**config.mk**
```make
export PLATFORM = sky130hd
export DESIGN_NAME = rbm_hidden_accumulator
export DESIGN_NICKNAME = d
export VERILOG_FILES = /design/src/rtl/rbm_acc_pkg.sv /design/src/rtl/rbm_seg_adder.sv /design/src/rtl/rbm_hidden_accumulator.sv
export SDC_FILE = /design/constraint.sdc
export NUM_CORES = 1
export LEC_CHECK = 0
export ABC_CLOCK_PERIOD_IN_PS = 1800
export CAP_MARGIN = 20
export CORE_UTILIZATION = 32
export CTS_CLUSTER_SIZE = 24
export DETAILED_ROUTE_END_ITERATION = 7
export GPL_TIMING_DRIVEN = 0
export PLACE_DENSITY = 0.59
export SLEW_MARGIN = 30
export SYNTH_ARGS = -nofsm -noshare
export SYNTH_HDL_FRONTEND = slang
export SYNTH_SLANG_ARGS = --single-unit
```
**constraint.sdc**
```tcl
create_clock -name clk -period 1.8 [get_ports clk]
set_input_delay 0.18 -clock clk [delete_from_list [all_inputs] [get_ports clk]]
set_output_delay 0.18 -clock clk [all_outputs]
set_load 0.01 [all_outputs]
```
**src/rtl/rbm_acc_pkg.sv**
```systemverilog
// Shared types and constants for the RBM hidden-unit accumulator.
// Build option: RBM_ACC_EXACT_ADD_EN selects the exact adder.
package rbm_acc_pkg;

   typedef enum logic {
      ACC,
      DONE
   } state_t;

   localparam int DATA_W       = 16;
   localparam int SEG_W        = 8;
   localparam int N_INPUTS_DEF = 784;
   localparam int CNT_W_DEF    = 10;

endpackage

```
**src/rtl/rbm_seg_adder.sv**
```systemverilog
// Combinational 16-bit adder, segmented with speculated carry by default.
// Build option: RBM_ACC_EXACT_ADD_EN makes it an exact 16-bit sum.
module rbm_seg_adder
   import rbm_acc_pkg::*;
(
   input  logic [DATA_W-1:0] a,
   input  logic [DATA_W-1:0] b,
   output logic [DATA_W-1:0] sum
);

`ifdef RBM_ACC_EXACT_ADD_EN

   assign sum = a + b;

`else

   logic [SEG_W-1:0] sl;
   logic [SEG_W-1:0] sh;

   // Low byte carry-out is dropped; a[0] stands in as the high-byte carry.
   assign sl  = a[SEG_W-1:0] + b[SEG_W-1:0];
   assign sh  = a[DATA_W-1:SEG_W] + b[DATA_W-1:SEG_W]
              + {{(SEG_W-1){1'b0}}, a[0]};
   assign sum = {sh, sl};

`endif

endmodule

```
**src/rtl/rbm_hidden_accumulator.sv**
```systemverilog
// Frame accumulator for one RBM hidden unit's pre-activation sum.
// Build option: RBM_ACC_EXACT_ADD_EN swaps in the exact adder.
module rbm_hidden_accumulator
   import rbm_acc_pkg::*;
#(
   parameter int N_INPUTS = N_INPUTS_DEF,
   parameter int CNT_W    = CNT_W_DEF
) (
   input  logic              clk,
   input  logic              rst_n,
   input  logic              in_valid,
   output logic              in_ready,
   input  logic [15:0]       in_weight,
   input  logic              in_vis,
   input  logic              in_last,
   output logic              out_valid,
   input  logic              out_ready,
   output logic [15:0]       out_sum,
   output logic [CNT_W-1:0]  out_count,
   output logic              out_overrun
);

   state_t             state;
   state_t             state_nxt;
   logic [DATA_W-1:0]  acc;
   logic [DATA_W-1:0]  add_sum;
   logic [CNT_W-1:0]   cnt;
   logic [CNT_W-1:0]   cnt_inc;
   logic               overrun;
   logic               live;
   logic               accept;
   logic               at_limit;
   logic               drain;

   rbm_seg_adder u_add (
      .a   (acc),
      .b   (in_weight),
      .sum (add_sum)
   );

   assign cnt_inc  = cnt + 1'b1;
   assign at_limit = (cnt_inc == CNT_W'(N_INPUTS));
   assign accept   = in_valid & in_ready;
   assign drain    = (state == DONE) & out_ready;

   assign in_ready    = live & (state == ACC);
   assign out_valid   = (state == DONE);
   assign out_sum     = acc;
   assign out_count   = cnt;
   assign out_overrun = overrun;

   // State register.
   always_ff @(posedge clk or negedge rst_n) begin
      if (!rst_n) state <= ACC;
      else        state <= state_nxt;
   end

   // Next state: close the frame on last/limit, reopen on drain.
   always_comb begin
      state_nxt = state;
      unique case (state)
         ACC:  if (accept && (in_last || at_limit)) state_nxt = DONE;
         DONE: if (out_ready) state_nxt = ACC;
         default: state_nxt = ACC;
      endcase
   end

   // Accumulator, beat counter and overrun flag.
   always_ff @(posedge clk or negedge rst_n) begin
      if (!rst_n) begin
         live    <= 1'b0;
         acc     <= '0;
         cnt     <= '0;
         overrun <= 1'b0;
      end else begin
         live <= 1'b1;
         if (accept) begin
            if (in_vis) acc <= add_sum;
            cnt <= cnt_inc;
            if (at_limit && !in_last) overrun <= 1'b1;
         end else if (drain) begin
            acc     <= '0;
            cnt     <= '0;
            overrun <= 1'b0;
         end
      end
   end

endmodule

```
# Word-level counts from Yosys, hierarchy flattened
# Cells that the tools add are included.
# op_classes
muxes	11
n_bitwise	4
reduce_logical	7
n_addsub	4
eq_ne	3
# ops
op	count
16-bit 2-to-1 mux	3
10-bit 2-to-1 mux	2
8-bit adder	2
10-bit by 1-bit adder with 10-bit output (second input constant)	1
10-bit == test (second input constant)	1
8-bit by 1-bit adder with 8-bit output	1
1-bit 2-to-1 mux	5
2-bit AND reduction	2
1-bit AND	3
1-bit logical AND	2
2-bit by 1-bit != test with 1-bit output (second input constant)	1
2-bit != test (second input constant)	1
1-bit case mux with 2 select lines	1
2-bit nonzero test	1
1-bit logical NOT	1
1-bit logical OR	1
1-bit NOT	1
# word_totals
inputBits	22
register_bits	29

# Depth between registers and ports, before layout
# Gate-level depths: netlist of run 1.
# depth
ltp_word	6
mapped_depth	9

# Modules after synthesis
# From an unflattened synthesis of run 1, not the netlist that was laid out.
# hier_totals
cells_unflattened	245
area_unflattened_um2	2129.5
# modules_own_cells
mod	area_each_um2	cells_per_inst	instances
rbm_hidden_accumulator	1453.9	158	1
rbm_seg_adder	675.6	87	1

# Worst setup path before layout of run 1
# No wires, ideal clock.
# synth_path
kind	register -> register
from	register acc[0], in the netlist out_sum[0]
to	register acc[14], in the netlist out_sum[14]
synth_period_minus_slack_ps	1930
slack_ps	-130
arrival_ps	1803
stages_incl_launch_ff	10
n_path_buf	0
required_time_ps	1672
path_cell_list	dfrtp_1 > fa_1 > inv_1 > fa_1 > nor2b_1 > nor3_1 > o21bai_1 > a21oi_1 > xor2_1 > o21ai_0
# synth_between
elab_chain_len	3
# synth_rtl
element	line	rtl
start, declared	rbm_hidden_accumulator.sv:25	logic [DATA_W-1:0] acc;
start signal, assigned	rbm_hidden_accumulator.sv:78	if (in_vis) acc <= add_sum;
8-bit by 1-bit adder with 8-bit output	rbm_seg_adder.sv:23	+ {{(SEG_W-1){1'b0}}, a[0]};
16-bit 2-to-1 mux	rbm_hidden_accumulator.sv:78	
16-bit 2-to-1 mux	rbm_hidden_accumulator.sv:77	if (accept) begin
# No other way between the ends. The select of a mux whose other input is x is not followed.
# A chain may end at the register's enable or synchronous reset.

# Worst setup path in the final report of run 1
# layout_path
from	register acc[0], in the netlist out_sum[0]
to	register acc[15], in the netlist out_sum[15]
# Same word-level chain as after synthesis.

==> tab_implementation.tex, run 1 <==
\begin{tabular}{lr}
\hline
Metric & Value \\
\hline
\multicolumn{2}{l}{\textbf{Floorplan}} \\
\quad Width of the die & a little under 80 microns \\
\quad I/O pin count & a little over 50 \\
\quad Die area & 0.00631 sq mm \\
\quad Vert. Die Dim & roughly 79 microns \\
\quad Cell row count & 27 \\
\quad Std-Cell Core Area & 0.00564 sq mm \\
\quad Starting Density & 0.340 \\
\multicolumn{2}{l}{\textbf{Power and ir drop}} \\
\quad Total power density per cell area & $\sim$1200 mW/mm\^{}2 \\
\quad Max IR drop VDD & 0.000542 V \\
\quad Standby leakage power & about 1.2 nW \\
\multicolumn{2}{l}{\textbf{GRT}} \\
\quad Largest net degree at the start of global routing & 21 \\
\quad Overflow left after global routing & 0 \\
\quad Aggregate global-route resource usage & 0.165 \\
\quad Initial antenna violation count & 0 \\
\quad Global-route met3 utilization & 0.0263 \\
\quad Vias in the first global route & $\sim$1700 \\
\quad Busiest layer in global routing & met2 \\
\quad Global routing usage on met2 & 0.268 \\
\quad Met1 layer usage reported by global route & 0.227 \\
\quad Global-route wire length before repair & 8290 microns \\
\multicolumn{2}{l}{\textbf{Timing}} \\
\quad Worst clock skew on the final layout & roughly 5.5 ps \\
\quad Max Freq & 510 MHz \\
\quad Max-slew violations & 0 \\
\quad RSZ-0062 raised after global routing & yes \\
\quad Fin crit share & 1.09 \\
\quad Final Hold Viols & 0 \\
\quad Final count of negative-setup-slack endpoints & 4 \\
\quad Final setup margin & -161 ps \\
\quad Final worst path period need & 1960 ps \\
\multicolumn{2}{l}{\textbf{CTS}} \\
\quad Post-CTS clock slew at the launch and capture registers of the worst setup and hold paths & roughly 60 ps \\
\quad Num CTS Buffers & 5 \\
\quad Clk root buf & clkbuf\_8 \\
\quad H-tree levels & 2 \\
\quad Clock tree from TritonCTS & done \\
\quad Worst skew pair latency & around 270 ps \\
\quad CTS sink count & 29 \\
\quad Maximum root-to-sink buffer count & 2 \\
\multicolumn{2}{l}{\textbf{Logic synthesis}} \\
\quad Post-synthesis instance area & between 0.0015 and 0.002 sq mm \\
\quad Number of nets produced by synthesis & between 200 and 300 \\
\quad Distinct cell type count of the synthesized netlist & 42 \\
\quad Flip-flop and latch count after synthesis & 29 \\
\quad Cells after synthesis & roughly 220 \\
\quad Portion of the post-synthesis area used by sequential elements & 0.378 \\
\quad Synth warnings & 0 \\
\quad Mean post-synth cell area & about 8.9 sq um \\
\multicolumn{2}{l}{\textbf{Routing}} \\
\quad DR WL/cell & approximately 14 microns \\
\quad Total wirelength of the detailed-routed design & around 5000 microns \\
\quad DRC violation count after routing & 0 \\
\quad Routed vias & about 1800 \\
\quad Drt initial violations & approximately 110 \\
\quad Number of search-and-repair iterations in the first detailed-routing pass & 4 \\
\quad Average via count per standard cell & between 5 and 6 \\
\quad Routed Antenna Nets & 0 \\
\multicolumn{2}{l}{\textbf{Cells and area}} \\
\quad Fillcell total & about 520 \\
\quad Area added between synthesis and finish & 47.4\% \\
\quad Area used by multi-input combinational logic & approximately 0.0012 sq mm \\
\quad Area of all placed cells without fillers & 0.00283 sq mm \\
\quad Fraction of layout cells with a size suffix above 1 & 0.179 \\
\quad Total inserted antenna cells & 0 \\
\quad Most frequent cells in the layout & clkdlybuf4s50\_1 (48), o21ai\_0 (35), dfrtp\_1 (26) \\
\quad Footprint of the flip-flops and latches & 729 sq um \\
\quad Layout net count & 323 \\
\quad Most common cell after layout, fill and taps aside & clkdlybuf4s50\_1 \\
\multicolumn{2}{l}{\textbf{Setup path}} \\
\quad CP endpoint kind & register \\
\quad Buffers \& Inverters on Critical Path & 0 \\
\quad Largest fanout on the critical path & 3 \\
\quad Setup crit start kind & register \\
\quad CP cell instances & fa\_2, a211oi\_2, o21ai\_2, o31ai\_2, xnor2\_1, o21ai\_0, a22o\_1 \\
\quad Type of the setup path with the least slack & reg -> reg \\
\quad Arrival time at the worst endpoint & 2120 ps \\
\quad Slowest CP cell & dfrtp\_2 \\
\quad Family of cells with the greatest summed delay on the critical path & compound AO/OA/AOI/OAI gates \\
\quad Largest stage delay on the critical path & roughly 430 ps \\
\quad Required time worst endpoint & 1960 ps \\
\multicolumn{2}{l}{\textbf{Run status}} \\
\quad Run status & finished, violations left \\
\quad Failing checks & negative setup slack \\
\multicolumn{2}{l}{\textbf{Placement}} \\
\quad Placer Congestion & between 0.7 and 0.8 \\
\quad Port buffer count & 50 \\
\quad Dpl hpwl & 3450 microns \\
\quad Standard cell area after detailed placement & between 0.002 and 0.003 sq mm \\
\quad Worst slack at placement & -473 ps \\
\multicolumn{2}{l}{\textbf{Hold path}} \\
\quad Path type of the worst min-delay path & in -> async \\
\multicolumn{2}{l}{\textbf{Job}} \\
\quad Max-cap check violation count & 0 \\
\hline
\end{tabular}
==> synth_stat cells <==
| library cell | number | area share |
|---|---|---|
| nor3b_1 | 1 | 0.0039 |
| o22ai_1 | 1 | 0.0033 |
| o21ai_0 | 37 | 0.097 |
| o41ai_1 | 1 | 0.0046 |
| conb_1 | 1 | 0.0020 |
| nor2b_2 | 1 | 0.0046 |
| o21bai_1 | 2 | 0.0078 |
| buf_2 | 3 | 0.0078 |
| nor2_2 | 1 | 0.0033 |
| nand4_1 | 3 | 0.0098 |
| a21oi_1 | 11 | 0.029 |
| a22o_1 | 1 | 0.0046 |
| and2_1 | 2 | 0.0065 |
| a31oi_1 | 3 | 0.0098 |
| o21a_1 | 1 | 0.0039 |
| and4_4 | 1 | 0.0059 |
| nand3_1 | 19 | 0.050 |
| o21ai_1 | 4 | 0.010 |
| mux2i_1 | 3 | 0.016 |
| o31ai_2 | 1 | 0.0065 |
| clkbuf_1 | 3 | 0.0059 |
| fa_1 | 3 | 0.031 |
| nand2_2 | 1 | 0.0033 |
| or2b_1 | 1 | 0.0039 |
| inv_1 | 9 | 0.018 |
| nor2_1 | 8 | 0.016 |
| a22oi_1 | 1 | 0.0039 |
| nand2b_1 | 3 | 0.0098 |
| ha_1 | 14 | 0.091 |
| xnor2_1 | 3 | 0.014 |
| clkbuf_2 | 1 | 0.0026 |
| dfrtp_1 | 29 | 0.38 |
| o31ai_1 | 2 | 0.0078 |
| nor3_1 | 2 | 0.0052 |
| or3_1 | 1 | 0.0033 |
| o211ai_1 | 2 | 0.0078 |
| buf_6 | 2 | 0.012 |
| a211oi_1 | 2 | 0.0078 |
| xor2_1 | 9 | 0.041 |
| nor2b_1 | 3 | 0.0098 |
| a21o_1 | 2 | 0.0078 |
| nand2_1 | 18 | 0.035 |
==> per-layer routing <==
metal / vias to the layer above / part of all wire
li1: 910 / -
met1: 860 / 0.48
met2: 32 / 0.48
met3: 5 / 0.032
met4: 0 / 0.0080
met5: - / 0
==> stage by stage <==
stage	total power [W]	TNS (ps)	std cells	hold WS [ps]	util
CTS	0.00329	-512	353	311	0.486
global route	0.00368	-852	357	342	0.501
floorplan	0.00195	-119	216	-116	-
detailed placement	0.00259	-2290	339	74.7	0.455
finish	0.00342	-449	357	316	0.501
global placement	0.00256	-3510	338	479	0.451
==> cell type report <==
class / instances / share of cell area
clock buffers: 8 / 0.0319
well taps: 72 / 0.0319
flip-flops and latches: 29 / 0.258
inverters: 9 / 0.0119
repair buffers: 61 / 0.212
multi-input cells: 169 / 0.435
plain buffers: 9 / 0.0195
==> where the power goes <==
group | switching (W) | leakage [nW] | internal (W)
clock | 0.000242 | 0.0455 | 0.000311
sequential | 0.000187 | 0.380 | 0.000836
combinational | 0.000841 | 0.767 | 0.00100
==> kinds of logic (layout without fill, tap and decap cells) <==
| logic type | Yosys count | in the layout | synth area share |
|---|---|---|---|
| XOR/XNOR | 12 | 12 | 0.0548 |
| multiplexers | 3 | 3 | 0.0157 |
| adder cells (fa/ha/maj) | 17 | 17 | 0.123 |
| AO/OA/AOI/OAI | 71 | 71 | 0.211 |
| buffers and inverters | 18 | 87 | 0.0457 |
| AND/OR/NAND/NOR | 65 | 65 | 0.170 |
| flip-flops | 29 | 29 | 0.378 |
| other | 1 | 1 | 0.00196 |
==> worst reg2reg max path, delay by kind of cell, from the launching register on <==
family | cells | cell delay, ps
XOR/XNOR | 1 | 160
flip-flops | 1 | 430
AO/OA/AOI/OAI | 5 | 840
adder cells (fa/ha/maj) | 1 | 410
==> final timing paths <==
path,from,slack (ps),endpoint,cells past startpoint
max,out_sum[0],-160,out_sum[15],7
min,rst_n,320,out_sum[9],2
max reg2reg,out_sum[0],-160,out_sum[15],7
min reg2reg,out_overrun,490,out_overrun,2
max in group asynchronous,rst_n,1090,out_sum[0],3
min in group clk,in_last,490,out_overrun,2
==> state kept, by name, summed over array words and instances (netlist names) <==
register / flops
out_overrun: 1
out_count: 10
out_sum: 16
live: 1
out_valid: 1
==> what timing repair did <==
item                                    in CTS  in global routing
endpoints found under the hold margin        9                  0
setup buffers                                5                  4
pin swaps                                   12                 11
hold buffers                                 1                  0
resized for setup                           16                 12
endpoints found under the setup margin       6                 18
(Power assumes the default switching activity.)
==> run 2: changes to the inputs <==
- CAP_MARGIN: 20 -> not set
==> results of run 2 <==
The final DEF is identical to that of run 1; final timing and power are the same.
==> edit 1 (flow settings as in run 2) <==
Put one more register stage on the output `out_count`. The value now appears one clock later. The other outputs are not delayed to match.
--- a/src/rtl/rbm_hidden_accumulator.sv
+++ b/src/rtl/rbm_hidden_accumulator.sv
@@ -48,3 +48,5 @@
    assign out_sum     = acc;
-   assign out_count   = cnt;
+   always_ff @(posedge clk) begin
+      out_count <= cnt;
+   end
    assign out_overrun = overrun;
Formal check against the unedited RTL: not equivalent (a bounded check fails within 4 cycles, from zero or initial values and one cycle with rst_n low).
==> edit 1 against run 2 <==
The run ends with design-rule violations, negative setup slack left. Largest cell class unchanged. Combinational power grew 3%. Largest power group unchanged. Synthesized cell count grew 6.9%. Design area grew 14%. Power grew 18%. Routed wire length grew 10%. Sequential cell count grew 10. Critical path depth shrank 1. Clock power grew 60%. Setup slack lost 0.66 ps. Synthesized area grew 13%.
==> edit 1: results (changes against run 2) <==
[run_status]
result_of_the_run=finished with violations
failed_checks=design-rule violations, negative setup slack

[grt]
grt_util_all_layers_pct=16.1  ; -0.39 points
grt_pass1_vias=1922  ; +9.9%

[worst_setup_path]
regToRegStartpoint=out_sum[8]
cp.arrival_ps=2150  ; +30 ps
cp_top_family=simple AND/OR/NAND/NOR gates

[synth]
postSynth.asyncResetShare_pct=74.4  ; -26 points
netlist_top_cells_area=sky130_fd_sc_hd__dfrtp_1 33%, sky130_fd_sc_hd__dfxtp_1 9.2%, sky130_fd_sc_hd__ha_1 8.1%
syn-num-nets=270  ; +5.9%
synth_cell_types=48  ; +14%
synth_compound_gate_area_share_pct=19.0  ; -2.1 points

[sta]
setup_total_negative_slack_ps=-316  ; +133 ps
setup-violations-final=3  ; -1
final.setup.worst_slack_ps=-161  ; -0.665 ps

[placement]
place_hpwl_um=3820  ; +11%
final_estimated_routing_congestion_in_global_placement=0.777  ; -1.0%

[detailed_routing]
detail_route.first_pass.iterations=6  ; +2
dr.first_iter.drc_count=88  ; -17%
drcViolationCount=3  ; +3

[cells_and_area]
multi_input_area_share_pct=40.8  ; -2.7 points
num-nonclk-buffers=78  ; +11%
non_clock_inverter_count=8  ; -1

[pwr]
max-vdd-ir-drop_uv=600  ; +11%
power_leakage_nw=1.36  ; +14%

==> edit 1: cell types whose count changed in the layout (fill, tap and decap cells not counted), sizes merged, moves of 4 or more <==
| cell | before | now |
|---|---|---|
| o21ai | 41 | 31 |
| and3 | 0 | 5 |
| buf | 16 | 23 |
| nand3 | 19 | 23 |
| dfxtp | 0 | 10 |
| nor3b | 1 | 5 |
==> edit 1: how the worst max path moves through the flow <==
stage / start / to
3_5_place_dp: in_weight[8] / out_sum[14]
2_1_floorplan: out_sum[0] / out_sum[14]
3_3_place_gp: in_weight[8] / out_sum[14]
5_1_grt: out_sum[8] / out_sum[14]
4_1_cts: out_sum[8] / out_sum[14]
6_report: out_sum[8] / out_sum[15]
==> edit 1: cell families (layout without fill, tap and decap cells) <==
logic type | after synthesis | in the layout
AOI/OAI and AO/OA | 66 | 66
xor gates and xnor gates | 8 | 8
adders and majority gates | 17 | 17
buffers and inverters | 17 | 94
DFF | 39 | 39
muxes | 1 | 1
other | 1 | 1
and+or+nand+nor | 82 | 82
==> edit 1: per-layer routing <==
layer | wire (um) | vias up | GRT usage [%]
met5 | 0 | - | 0
met4 | 35 | 0 | 4.16
met3 | 201 | 3 | 3.15
met2 | 2720 | 38 | 26.7
met1 | 2530 | 962 | 21.7
li1 | - | 1001 | -
==> edit 1: power breakdown <==
group          internal, mW  switching (mW)
Combinational          1.05           0.850
Clock                 0.554           0.328
Sequential             1.08           0.187
==> edit 1: metrics by stage <==
stage	instance area, um2	std cells	utilization, %	hold WS, ps
finish	3220	385	49.9	348
global route	3220	385	49.9	377
CTS	3060	379	47.4	365
detailed placement	2800	359	43.3	148
global placement	2780	358	43.0	356
floorplan	2180	231	-	-116
==> edit 2 (flow settings as in run 2) <==
Made on the original files. The option `RBM_ACC_EXACT_ADD_EN` is turned on by a define.
--- a/src/rtl/rbm_seg_adder.sv
+++ b/src/rtl/rbm_seg_adder.sv
@@ -2,2 +2,4 @@
 // Build option: RBM_ACC_EXACT_ADD_EN makes it an exact 16-bit sum.
+`define RBM_ACC_EXACT_ADD_EN
+
 module rbm_seg_adder
Check against the original RTL: not equivalent (a bounded check fails within 4 cycles, from zero or initial values and one cycle with rst_n low).
==> edit 2 against run 2 <==
Count of clock-buffer cells in the layout shrank 1. Largest cell class unchanged. Sequential cell count stayed put. Power rose by 28%. Design area grew 15%. Synthesized area up 8.2%. Setup slack got worse by 94 ps. The flow still finishes with violations (negative setup slack). Routed wire length rose by 21%. Critical path depth increased by 2.
==> edit 2: results (changes against run 2) <==
[run_status]
result_of_the_run=finished with violations
failed_checks=negative setup slack

[detailed_routing]
dr.first_iter.drc_count=57  ; -46%
metal1_wirelength_um=2730  ; +13%
dr_total_vias=2104  ; +16%
wire_length_on_met3_um=266  ; +66%

[worst_setup_path]
crit_path_start=in_weight[1]
worst_path_max_delay_cell=sky130_fd_sc_hd__clkdlybuf4s50_1
critical_path_peak_fanout=2  ; -1
worst_reg_to_reg_path_cell_count=9  ; +2
delay_contributed_by_the_slowest_stage_of_the_critical_path_ps=540  ; +110 ps

[grt]
grt_use_met1_pct=22.2  ; -0.50 points
met2_usage_pct=29.9  ; +3.1 points
grt_pass1_vias=1976  ; +13%
grt_util_all_layers_pct=17.8  ; +1.3 points
groute.layer.met3.usage_pct=4.62  ; +2.0 points
grt_pass1_wl_um=9200  ; +11%

[sta]
setup-violations-final=9  ; +5
final.hold.worst_slack_ps=400  ; +84.3 ps
final.setup.worst_slack_ps=-254  ; -93.8 ps
finalClockSkew_ps=10.8  ; +5.22 ps

[synth]
synthesis.instances=238  ; +10%
netlist.area_leader.share_pct=35.0  ; -2.9 points
post_synthesis_xor_xnor_area_fraction_pct=5.49  ; +0.0058 points
post_synth_mux_area_share_pct=0.964  ; -0.60 points
yosysSeqAreaShare_pct=35.0  ; -2.9 points
synth_compound_gate_area_share_pct=24.7  ; +3.6 points
syn-num-nets=277  ; +8.6%
synth_cell_types=54  ; +29%

[pwr]
power.clock.fraction_pct=16.5  ; +0.3 points

[worst_hold_path]
hold_class=in2reg

[cells_and_area]
num-nonclk-buffers=80  ; +14%
non_clock_inverter_count=8  ; -1
layout-drive-gt1-share_pct=24.3  ; +6.4 points
layout_non_clock_buf_share_pct=22.3  ; -0.86 points

[floorplanning]
floorplan.tapcells=75  ; +4.2%

[placement]
final_estimated_routing_congestion_in_global_placement=0.908  ; +16%
placedCellCount=363  ; +7.1%
detailed_place.area_um2=2710  ; +5.7%

==> edit 2: cell count changes after synthesis, moves of 2 or more <==
cell | before | now
sky130_fd_sc_hd__fa_1 | 3 | 1
sky130_fd_sc_hd__a31oi_1 | 3 | 5
sky130_fd_sc_hd__a21oi_1 | 11 | 16
sky130_fd_sc_hd__buf_6 | 2 | 0
sky130_fd_sc_hd__o311ai_0 | 0 | 2
sky130_fd_sc_hd__xor2_1 | 9 | 7
sky130_fd_sc_hd__nand2b_1 | 3 | 1
sky130_fd_sc_hd__nand3b_1 | 0 | 2
sky130_fd_sc_hd__o2111ai_1 | 0 | 2
sky130_fd_sc_hd__xnor2_1 | 3 | 6
sky130_fd_sc_hd__nand2_1 | 18 | 25
sky130_fd_sc_hd__o21ai_0 | 37 | 30
sky130_fd_sc_hd__ha_1 | 14 | 16
sky130_fd_sc_hd__and3_1 | 0 | 7
